--- src/rtl/eflags_unit_pkg.sv ---
// ---------------------------------------------------------------------------
// eflags_unit_pkg
//   Shared definitions for the RFLAGS register and the condition evaluator:
//   register width, architectural flag bit positions, x86 tttn condition
//   codes and the masks used to sanitise a flags word before it is stored.
// ---------------------------------------------------------------------------
package eflags_unit_pkg;

  localparam int REG_W = 64;

  localparam int EFLAGS_CF = 0;
  localparam int EFLAGS_PF = 2;
  localparam int EFLAGS_AF = 4;
  localparam int EFLAGS_ZF = 6;
  localparam int EFLAGS_SF = 7;
  localparam int EFLAGS_OF = 11;

  // Bit 1 of RFLAGS is reserved and always reads as 1.
  localparam logic [REG_W-1:0] EFLAGS_RESERVED_MASK = 64'h0000_0000_0000_0002;
  // Only bits 21:0 are implemented; everything above is forced to 0.
  localparam logic [REG_W-1:0] EFLAGS_IMPL_MASK     = 64'h0000_0000_003F_FFFF;

  typedef enum logic [3:0] {
    CC_O  = 4'h0, CC_NO = 4'h1, CC_B  = 4'h2, CC_AE = 4'h3,
    CC_E  = 4'h4, CC_NE = 4'h5, CC_BE = 4'h6, CC_A  = 4'h7,
    CC_S  = 4'h8, CC_NS = 4'h9, CC_P  = 4'hA, CC_NP = 4'hB,
    CC_L  = 4'hC, CC_GE = 4'hD, CC_LE = 4'hE, CC_G  = 4'hF
  } cc_e;

  function automatic logic [REG_W-1:0] eflags_sanitize(input logic [REG_W-1:0] w);
    return (w & EFLAGS_IMPL_MASK) | EFLAGS_RESERVED_MASK;
  endfunction

endpackage

--- src/rtl/eflags_unit_cond_eval.sv ---
// ---------------------------------------------------------------------------
// eflags_unit_cond_eval
//   Combinational x86 condition evaluator, shared with the cmov/setcc path.
//   Ports:
//     flags_i  [REG_W]  flags word to evaluate
//     cc_i     [4]      tttn condition code
//     taken_o  [1]      condition true
// ---------------------------------------------------------------------------
module eflags_unit_cond_eval
  import eflags_unit_pkg::*;
(
  input  logic [REG_W-1:0] flags_i,
  input  logic [3:0]       cc_i,
  output logic             taken_o
);

  logic cf, pf, zf, sf, of_b;
  logic base;
  logic unused_flags;

  assign cf   = flags_i[EFLAGS_CF];
  assign pf   = flags_i[EFLAGS_PF];
  assign zf   = flags_i[EFLAGS_ZF];
  assign sf   = flags_i[EFLAGS_SF];
  assign of_b = flags_i[EFLAGS_OF];

  assign unused_flags = ^flags_i;

  // cc[3:1] selects the base predicate, cc[0] inverts it.
  always_comb begin
    base = 1'b0;
    case (cc_i[3:1])
      3'd0:    base = of_b;
      3'd1:    base = cf;
      3'd2:    base = zf;
      3'd3:    base = cf | zf;
      3'd4:    base = sf;
      3'd5:    base = pf;
      3'd6:    base = sf ^ of_b;
      3'd7:    base = zf | (sf ^ of_b);
      default: base = 1'b0;
    endcase
  end

  assign taken_o = base ^ cc_i[0];

endmodule

--- src/rtl/eflags_unit.sv ---
// ---------------------------------------------------------------------------
// eflags_unit
//   Architectural RFLAGS register plus condition query port. Captures ALU
//   eflags writes, counts in-flight flag writers, and answers Jcc/SETcc/
//   CMOVcc queries once no older writer can still change the flags.
//   Ports:
//     clk_i, rst_ni          clock, async active-low reset
//     flush_i                clears pending count and result (RFLAGS kept)
//     pend_inc_i/pend_full_o writer dispatched / counter saturated
//     wr_valid_i/wr_eflags_i ALU flags write (retires one writer)
//     q_valid_i/q_ready_o    query handshake, q_cc_i code, q_tag_i tag
//     r_valid_o/r_ready_i    result handshake, r_taken_o, r_tag_o
//     rflags_o               architectural RFLAGS
// ---------------------------------------------------------------------------
module eflags_unit
  import eflags_unit_pkg::*;
#(
  parameter int               PEND_W    = 3,
  parameter logic [REG_W-1:0] RST_FLAGS = 64'h2
) (
  input  logic             clk_i,
  input  logic             rst_ni,
  input  logic             flush_i,
  input  logic             pend_inc_i,
  output logic             pend_full_o,
  input  logic             wr_valid_i,
  input  logic [REG_W-1:0] wr_eflags_i,
  input  logic             q_valid_i,
  output logic             q_ready_o,
  input  logic [3:0]       q_cc_i,
  input  logic [7:0]       q_tag_i,
  output logic             r_valid_o,
  input  logic             r_ready_i,
  output logic             r_taken_o,
  output logic [7:0]       r_tag_o,
  output logic [REG_W-1:0] rflags_o
);

  localparam logic [PEND_W-1:0] PEND_MAX = {PEND_W{1'b1}};

  logic [REG_W-1:0]  rflags_q, rflags_d;
  logic [PEND_W-1:0] pend_q, pend_d;
  logic              r_valid_q, r_valid_d;
  logic              r_taken_q, r_taken_d;
  logic [7:0]        r_tag_q, r_tag_d;

  logic              bypass;
  logic              hazard_free;
  logic              q_accept;
  logic [REG_W-1:0]  eval_flags;
  logic              eval_taken;

  // With exactly one writer outstanding and its result arriving now, the
  // query can be answered from the ALU word instead of waiting a cycle.
  assign bypass      = (pend_q == PEND_W'(1)) && wr_valid_i;
  assign hazard_free = (pend_q == '0) || bypass;
  assign q_ready_o   = !flush_i && hazard_free && (!r_valid_q || r_ready_i);
  assign q_accept    = q_valid_i && q_ready_o;
  assign eval_flags  = bypass ? wr_eflags_i : rflags_q;

  eflags_unit_cond_eval u_cond_eval (
    .flags_i (eval_flags),
    .cc_i    (q_cc_i),
    .taken_o (eval_taken)
  );

  // Flush does not block the flags write: that writer has already executed.
  always_comb begin
    rflags_d = rflags_q;
    if (wr_valid_i) begin
      rflags_d = eflags_sanitize(wr_eflags_i);
    end
  end

  // Overflow and underflow are protocol errors; the counter saturates.
  always_comb begin
    pend_d = pend_q;
    if (flush_i) begin
      pend_d = '0;
    end else if (pend_inc_i && !wr_valid_i) begin
      if (pend_q != PEND_MAX) begin
        pend_d = pend_q + PEND_W'(1);
      end
    end else if (wr_valid_i && !pend_inc_i) begin
      if (pend_q != '0) begin
        pend_d = pend_q - PEND_W'(1);
      end
    end
  end

  // Single output register; taken/tag only change on a new acceptance.
  always_comb begin
    r_valid_d = r_valid_q;
    r_taken_d = r_taken_q;
    r_tag_d   = r_tag_q;
    if (flush_i) begin
      r_valid_d = 1'b0;
    end else if (q_accept) begin
      r_valid_d = 1'b1;
      r_taken_d = eval_taken;
      r_tag_d   = q_tag_i;
    end else if (r_ready_i) begin
      r_valid_d = 1'b0;
    end
  end

  always_ff @(posedge clk_i or negedge rst_ni) begin
    if (!rst_ni) begin
      rflags_q  <= RST_FLAGS;
      pend_q    <= '0;
      r_valid_q <= 1'b0;
      r_taken_q <= 1'b0;
      r_tag_q   <= '0;
    end else begin
      rflags_q  <= rflags_d;
      pend_q    <= pend_d;
      r_valid_q <= r_valid_d;
      r_taken_q <= r_taken_d;
      r_tag_q   <= r_tag_d;
    end
  end

  assign pend_full_o = (pend_q == PEND_MAX);
  assign r_valid_o   = r_valid_q;
  assign r_taken_o   = r_taken_q;
  assign r_tag_o     = r_tag_q;
  assign rflags_o    = rflags_q;

  pend_overflow_a: assert property (@(posedge clk_i) disable iff (!rst_ni)
    !(pend_inc_i && pend_full_o && !wr_valid_i && !flush_i));

endmodule
--- config.mk ---
export PLATFORM = sky130hd
export DESIGN_NAME = eflags_unit
export DESIGN_NICKNAME = d
export VERILOG_FILES = /design/src/rtl/eflags_unit_pkg.sv /design/src/rtl/eflags_unit_cond_eval.sv /design/src/rtl/eflags_unit.sv
export SDC_FILE = /design/constraint.sdc
export NUM_CORES = 1
export LEC_CHECK = 0
export CAP_MARGIN = 20
export CELL_PAD_IN_SITES_DETAIL_PLACEMENT = 0
export CELL_PAD_IN_SITES_GLOBAL_PLACEMENT = 1
export CORE_MARGIN = 2
export CORE_UTILIZATION = 21
export DETAILED_ROUTE_END_ITERATION = 6
export HOLD_SLACK_MARGIN = 0.08
export MAX_ROUTING_LAYER = met4
export PLACE_DENSITY_LB_ADDON = 0.1
export SKIP_LAST_GASP = 1
export SYNTH_ARGS = -nofsm -noshare
export SYNTH_HDL_FRONTEND = slang
export SYNTH_SLANG_ARGS = --single-unit
--- constraint.sdc ---
create_clock -name clk_i -period 1.6 [get_ports clk_i]
set_clock_uncertainty 0.1 [all_clocks]
set_input_delay 0.32 -clock clk_i [delete_from_list [all_inputs] [get_ports clk_i]]
set_output_delay 0.32 -clock clk_i [all_outputs]
set_load 0.01 [all_outputs]
==> impl_results.md, run 1 <==
* Nets at 356
* Clk buf depth at 2
* CP Class: reg -> out
* # H-tree levels at 2
* Gr usage total at 0.0964
* Placed cell areas at 2850 µm²
* Final Cycle Share at 1.14
* CTS Buf Count at 5
* Post-route minimum period at 1830 ps
* Yosys reg bits at 34
* Core Util, Final at 0.338
* Die H at 101 µm
* Final instance area at 3100 µm²
* Arr. time, crit path at 1410 ps
* Row cnt at 35
* Final hold vios at 0
* Leak Pwr at 1.47 nW
* Die Span X at 101 µm
* Initial Util at 0.215
* Worst-path fanout max at 2
* Port Buf Inserts at 72
* Max_cap viols at 0
* Max Slew Vio Count at 0
* Mean routed wirelength per cell at 12.7 µm
* Synth cell types at 37
* RSZ-0062 raised after global routing: yes
* Synth async-reset ratio at 1.00
* WL final at 4850 µm
* Syn avg cell area at 11.6 µm²
* IO Pins at 159
* Core area at 9150 µm²
* TritonCTS clock tree: built
* Detailed-route via count at 1463
* DRC errors left at 0
* Finished Layout Cells at 381
* RePlAce Congestion at 0.675
* DPL Wire Length at 3560 µm
* Fmax at 547 MHz
* Worst IR Drop VDD at 350 µV
* Antenna violations before repair at 1
* Violated checks: negative setup slack
* Worst Hold Class: reg -> reg
* Worst path required time at 1180 ps
* Largest net degree at the start of global routing at 21
* Global-route wire length before repair at 7200 µm
* Critical path endpoint category: output pin
* Clock latency on the worst-skew pair at 280 ps
* Final setup fails at 14
* Synth warn at 0
* Top-area cell type share of the netlist area at 0.433
* DRT antenna net count at 0
* Main area contributors after synthesis: dfrtp_1, buf_4, mux2_2, ha_1, nor2b_1
* Drt initial violations at 22
* Total congestion overflow at 0
* Clock slew at reported path FFs at 70 ps
* Pre-antenna DRT Iters at 4
* Pre-CTS WS at -605 ps
* Area leader, netlist: dfrtp_1
* Share of cells above drive strength 1 at 0.305
* Clk sinks at 34
* Clk root buf: clkbuf_8
* Area grow syn2layout at 57.5%
* Total power at 3.21 mW
* Most frequent cell after synthesis: buf_4
* Vias in the first global route at 1457
* Cell Pwr Density at 1040 nW/µm²
* Post-synthesis sequential area ratio at 0.433
* Post-Place Cells at 366
* CP Launch Type: flip-flop
* Final setup margin at -227 ps
* Vias per cell at 3.84
* Post-synthesis cell count at 170
* EDFF count, synth at 0
* Synth Flop Type: dfrtp_1
* Status: finished with violations
* Top cells by count, synth: buf_4, dfrtp_1, mux2_2
* DIE AREA at 10100 µm²
* Post-Synthesis Cell Area at 1970 µm²
-- area by class of cell --
type	instances	area, µm²
antenna	1	2.50
fill	941	6060
tap	111	139
multi-input combinational	123	1040
clock buffer	7	86.3
inverter	4	15.0
timing repair buffer	100	957
sequential	34	852
clock inverter	1	5.00
-- state kept, by name, indices dropped and copies added, names as in the netlist --
register / count
r_taken_o: 1
r_valid_o: 1
pend_q: 3
r_tag_o: 8
rflags_o: 21
-- layer usage --
metal  vias to the layer above  GRT usage  part of all wire
li1                        697          -                 -
met1                       699      0.116              0.43
met2                        64      0.153              0.50
met3                         3     0.0257             0.069
met4                         0     0.0379            0.0047
met5                         -          -                 0
-- critical path: stages (launching register included) --
cell     delay, ps
dfrtp_1        390
inv_2           80
buf_4          120
ha_4           140
a21oi_4         40
nor4_4         170
buf_2          180
-- cell families after synthesis --
kind of cell               after synthesis  share of synthesized area
buffers and inverters                   54                      0.192
xor gates and xnor gates                 3                     0.0134
muxes                                   30                      0.171
adders and majority gates                5                     0.0318
other                                    2                    0.00382
DFF                                     34                      0.433
and+or+nand+nor                         25                     0.0872
AOI/OAI and AO/OA                       17                     0.0675
-- final timing paths --
kind	start	end	slack, ps	cells after the start
worst max register to register	pend_q[1]$_DFFE_PN0P_	r_taken_o$_DFFE_PN0P_	-200	8
min in group asynchronous	rst_ni	r_tag_o[2]$_DFFE_PN0P_	390	2
worst min register to register	r_taken_o$_DFFE_PN0P_	r_taken_o$_DFFE_PN0P_	380	2
max in group asynchronous	rst_ni	rflags_o[20]$_DFFE_PN0P_	550	3
worst max-delay path	pend_q[1]$_DFFE_PN0P_	q_ready_o	-230	6
worst min-delay path	r_taken_o$_DFFE_PN0P_	r_taken_o$_DFFE_PN0P_	380	2
-- layout by cell type, fill, tap and decap left out, drive strengths merged, types with 2 or more instances in the layout --
master | netlist | routed
dlygate4sd2 | 0 | 27
o31ai | 2 | 2
conb | 2 | 43
buf | 49 | 29
clkbuf | 1 | 8
nand2 | 4 | 4
mux2 | 29 | 29
nor3 | 3 | 3
ha | 5 | 5
dfrtp | 34 | 34
nor2 | 2 | 2
nand4bb | 2 | 2
a32oi | 2 | 2
inv | 4 | 4
nand2b | 3 | 3
a21oi | 2 | 2
o211ai | 2 | 2
xor2 | 2 | 2
a311o | 2 | 2
o21ai | 3 | 3
nor2b | 4 | 4
clkdlybuf4s50 | 0 | 37
dlymetal6s2s | 0 | 5
-- per-stage QoR --
step / hold slack, ps / setup TNS (ps)
CTS: 392 / -1850
floorplan: -75.6 / -416
detailed placement: 187 / -11420
global route: 412 / -3010
finish: 384 / -1960
global placement: 183 / -10890
-- report_power, final --
| group | switching (mW) | internal, mW | leakage [nW] |
|---|---|---|---|
| clock network | 0.332 | 0.348 | 0.0482 |
| logic | 0.555 | 0.812 | 1.02 |
| registers | 0.106 | 1.05 | 0.404 |
| total | 0.993 | 2.21 | 1.47 |
-- what timing repair did --
action	in CTS	in global routing
endpoints found under the setup margin	40	20
gates cloned	0	1
setup buffers	1	3
hold buffers	1	0
hold endpoints to repair	14	0
gates resized for setup	50	12
pin swaps	3	5
(Power assumes the default switching activity.)
==> run 2: changes to the inputs <==
--- a/config.mk
+++ b/config.mk
@@ -15,6 +15,7 @@
 export MAX_ROUTING_LAYER = met4
 export PLACE_DENSITY_LB_ADDON = 0.1
 export SKIP_LAST_GASP = 1
+export SLEW_MARGIN = 40
 export SYNTH_ARGS = -nofsm -noshare
 export SYNTH_HDL_FRONTEND = slang
 export SYNTH_SLANG_ARGS = --single-unit
==> results of run 2 <==
Same layout as run 1: the final DEF is identical, and so are final timing and power.
==> run 3: changes to the inputs <==
--- a/config.mk
+++ b/config.mk
@@ -9,7 +9,7 @@
 export CELL_PAD_IN_SITES_DETAIL_PLACEMENT = 0
 export CELL_PAD_IN_SITES_GLOBAL_PLACEMENT = 1
 export CORE_MARGIN = 2
-export CORE_UTILIZATION = 21
+export CORE_UTILIZATION = 23
 export DETAILED_ROUTE_END_ITERATION = 6
 export HOLD_SLACK_MARGIN = 0.08
 export MAX_ROUTING_LAYER = met4
==> constraint.sdc (replaced) <==
create_clock -name clk_i -period 1.79 [get_ports clk_i]
set_clock_uncertainty 0.1 [all_clocks]
set_input_delay 0.358 -clock clk_i [delete_from_list [all_inputs] [get_ports clk_i]]
set_output_delay 0.358 -clock clk_i [all_outputs]
set_load 0.01 [all_outputs]
==> run 3 against run 2 <==
  * The run still ends with negative setup slack left
  * Worst hold slack better by 23 ps
  * Wire length shrank 0.58%
  * Global-route usage up 1.0 points
  * Via count rose by 3.1%
  * Non-clock buffer count up 4
  * Power decreased by 9.5%
  * Design area fell by 0.24%
  * Combinational power decreased by 9%
  * Sequential share of layout area about the same
  * Count of clock-buffer cells in the layout shrank 1
  * Final cell count decreased by 0.79%
  * Largest power group unchanged
==> impl_results.md, run 3 (synthesis gave the netlist of run 1 again) <==
* Mean routed wirelength per cell at 12.8 µm
* CP Launch Type: primary input
* Clk buf depth at 2
* Total congestion overflow at 0
* Clock latency on the worst-skew pair at 290 ps
* Detailed-route via count at 1509
* Fmax at 545 MHz
* Max_cap viols at 0
* Commonest non-fill, non-tap cells in the layout: clkdlybuf4s50_1, conb_1, dfrtp_1, mux2_2, buf_4
* Hold slack at 408 ps
* DRT antenna net count at 0
* WL met3 at 456 µm
* Max FFs per register at 21
* Critical-path cell with the highest stage delay: clkdlybuf4s50_1
* Clk sinks at 34
* Port Buf Inserts at 72
* Antenna violations before repair at 0
* Largest net degree at the start of global routing at 22
* Vias per cell at 3.99
* Final hold vios at 0
* Worst path required time at 1860 ps
* Row cnt at 33
* Status: finished with violations
* Final setup fails at 2
* Diode count at 0
* Arr. time, crit path at 1900 ps
* Commonest non-fill, non-tap cell in the layout: clkdlybuf4s50_1
* DIE AREA at 9300 µm²
* CP Class: in -> reg
* RePlAce Congestion at 0.631
* DRC errors left at 0
* Worst-path fanout max at 4
* Worst Hold Class: reg -> reg
* Die H at 96.4 µm
* Worst path cell trace: clkdlybuf4s50_1, buf_4, nand3b_4, a311o_1, a22o_1, o21ai_1, o311ai_1
* Initial Util at 0.238
* Setup TNS at -75.7 ps
* Buf/Inv on CP at 2
* DPL Wire Length at 3490 µm
* Violated checks: negative setup slack
* Max layer used: met4
* Share of cells above drive strength 1 at 0.315
* Max Slew Vio Count at 0
* Final setup margin at -44.4 ps
* Clock slew at reported path FFs at 70 ps
* WL final at 4820 µm
* Cell Pwr Density at 940 nW/µm²
* Core area at 8260 µm²
* Final Cycle Share at 1.02
* FILL cells at 837
* IO Pins at 159
* Critical path endpoint category: flip-flop
* # H-tree levels at 2
* Wl on met1 at 2050 µm
* Nets at 360
* Leak Pwr at 1.37 nW
* Die Span X at 96.4 µm
* Worst IR Drop VDD at 355 µV
* Global-route wire length before repair at 7240 µm
* Drt initial violations at 25
* CTS Buf Count at 5
* Area grow syn2layout at 57.2%
* Pre-antenna DRT Iters at 4
* Vias in the first global route at 1507
* Delay-heaviest family, CP: compound AO/OA/AOI/OAI gates
* Met2 WL at 2250 µm
* Clk root buf: clkbuf_8
* Post-route minimum period at 1830 ps
* Gr usage total at 0.107
* CP peak stage delay at 530 ps
* TritonCTS clock tree: built
* RSZ-0062 raised after global routing: yes
-- run 3: final timing paths --
path	start	to	slack, ps	cells past startpoint
min in group asynchronous	rst_ni	rflags_o[19]$_DFFE_PN0P_	440	2
max in group asynchronous	rst_ni	pend_q[0]$_DFFE_PN0P_	700	3
min reg2reg	rflags_o[20]$_DFFE_PN0P_	rflags_o[20]$_DFFE_PN0P_	410	1
max reg2reg	pend_q[1]$_DFFE_PN0P_	r_taken_o$_DFFE_PN0P_	-40	8
min	rflags_o[20]$_DFFE_PN0P_	rflags_o[20]$_DFFE_PN0P_	410	1
max	wr_valid_i	r_taken_o$_DFFE_PN0P_	-40	7
-- run 3: stage by stage --
stage          cells  power, mW  cell area, µm²   util  setup WS [ps]
4_1_cts          375       2.86            2980  0.361           -137
3_3_place_gp     362       2.13            2800  0.339           -493
3_5_place_dp     362       2.13            2800  0.339           -490
6_report         378       2.90            3090  0.374          -44.4
5_1_grt          378       3.13            3090  0.374           -118
2_1_floorplan    211       1.58            2120      -           58.6
-- run 3: worst register-to-register path: cells and delay by family (launching register included) --
family / cells / cell delay (ps)
DFF: 1 / 390
and+or+nand+nor: 1 / 80
buffers and inverters: 2 / 220
AOI/OAI and AO/OA: 4 / 750
adders and majority gates: 1 / 170
-- run 3: repair_timing --
action / CTS / global route
gates cloned: 0 / 1
hold buffers: 1 / 0
resized for setup: 22 / 17
setup buffers: 4 / 4
hold endpoints to repair: 17 / 0
endpoints found under the setup margin: 11 / 16
pin swaps: 3 / 6
-- run 3: report_power, final --
part,total (mW),switching (mW),internal [mW]
Sequential,1.04,0.0956,0.941
Combinational,1.25,0.497,0.753
Clock,0.616,0.307,0.309
-- run 3: area by class of cell --
class	count	area, µm²	area share
Inverter	4	15.0	0.00486
Timing Repair Buffer	104	982	0.318
Clock buffer	6	82.6	0.0267
Multi-Input combinational cell	123	1010	0.328
Clock inverter	2	12.5	0.00405
Sequential cell	34	851	0.275
Tap cell	105	131	0.0425
-- run 3: routing by layer --
metal / vias to the layer above / global-route usage
met5: - / -
met1: 717 / 0.130
met3: 6 / 0.0434
met4: 0 / 0.0387
li1: 714 / -
met2: 72 / 0.159
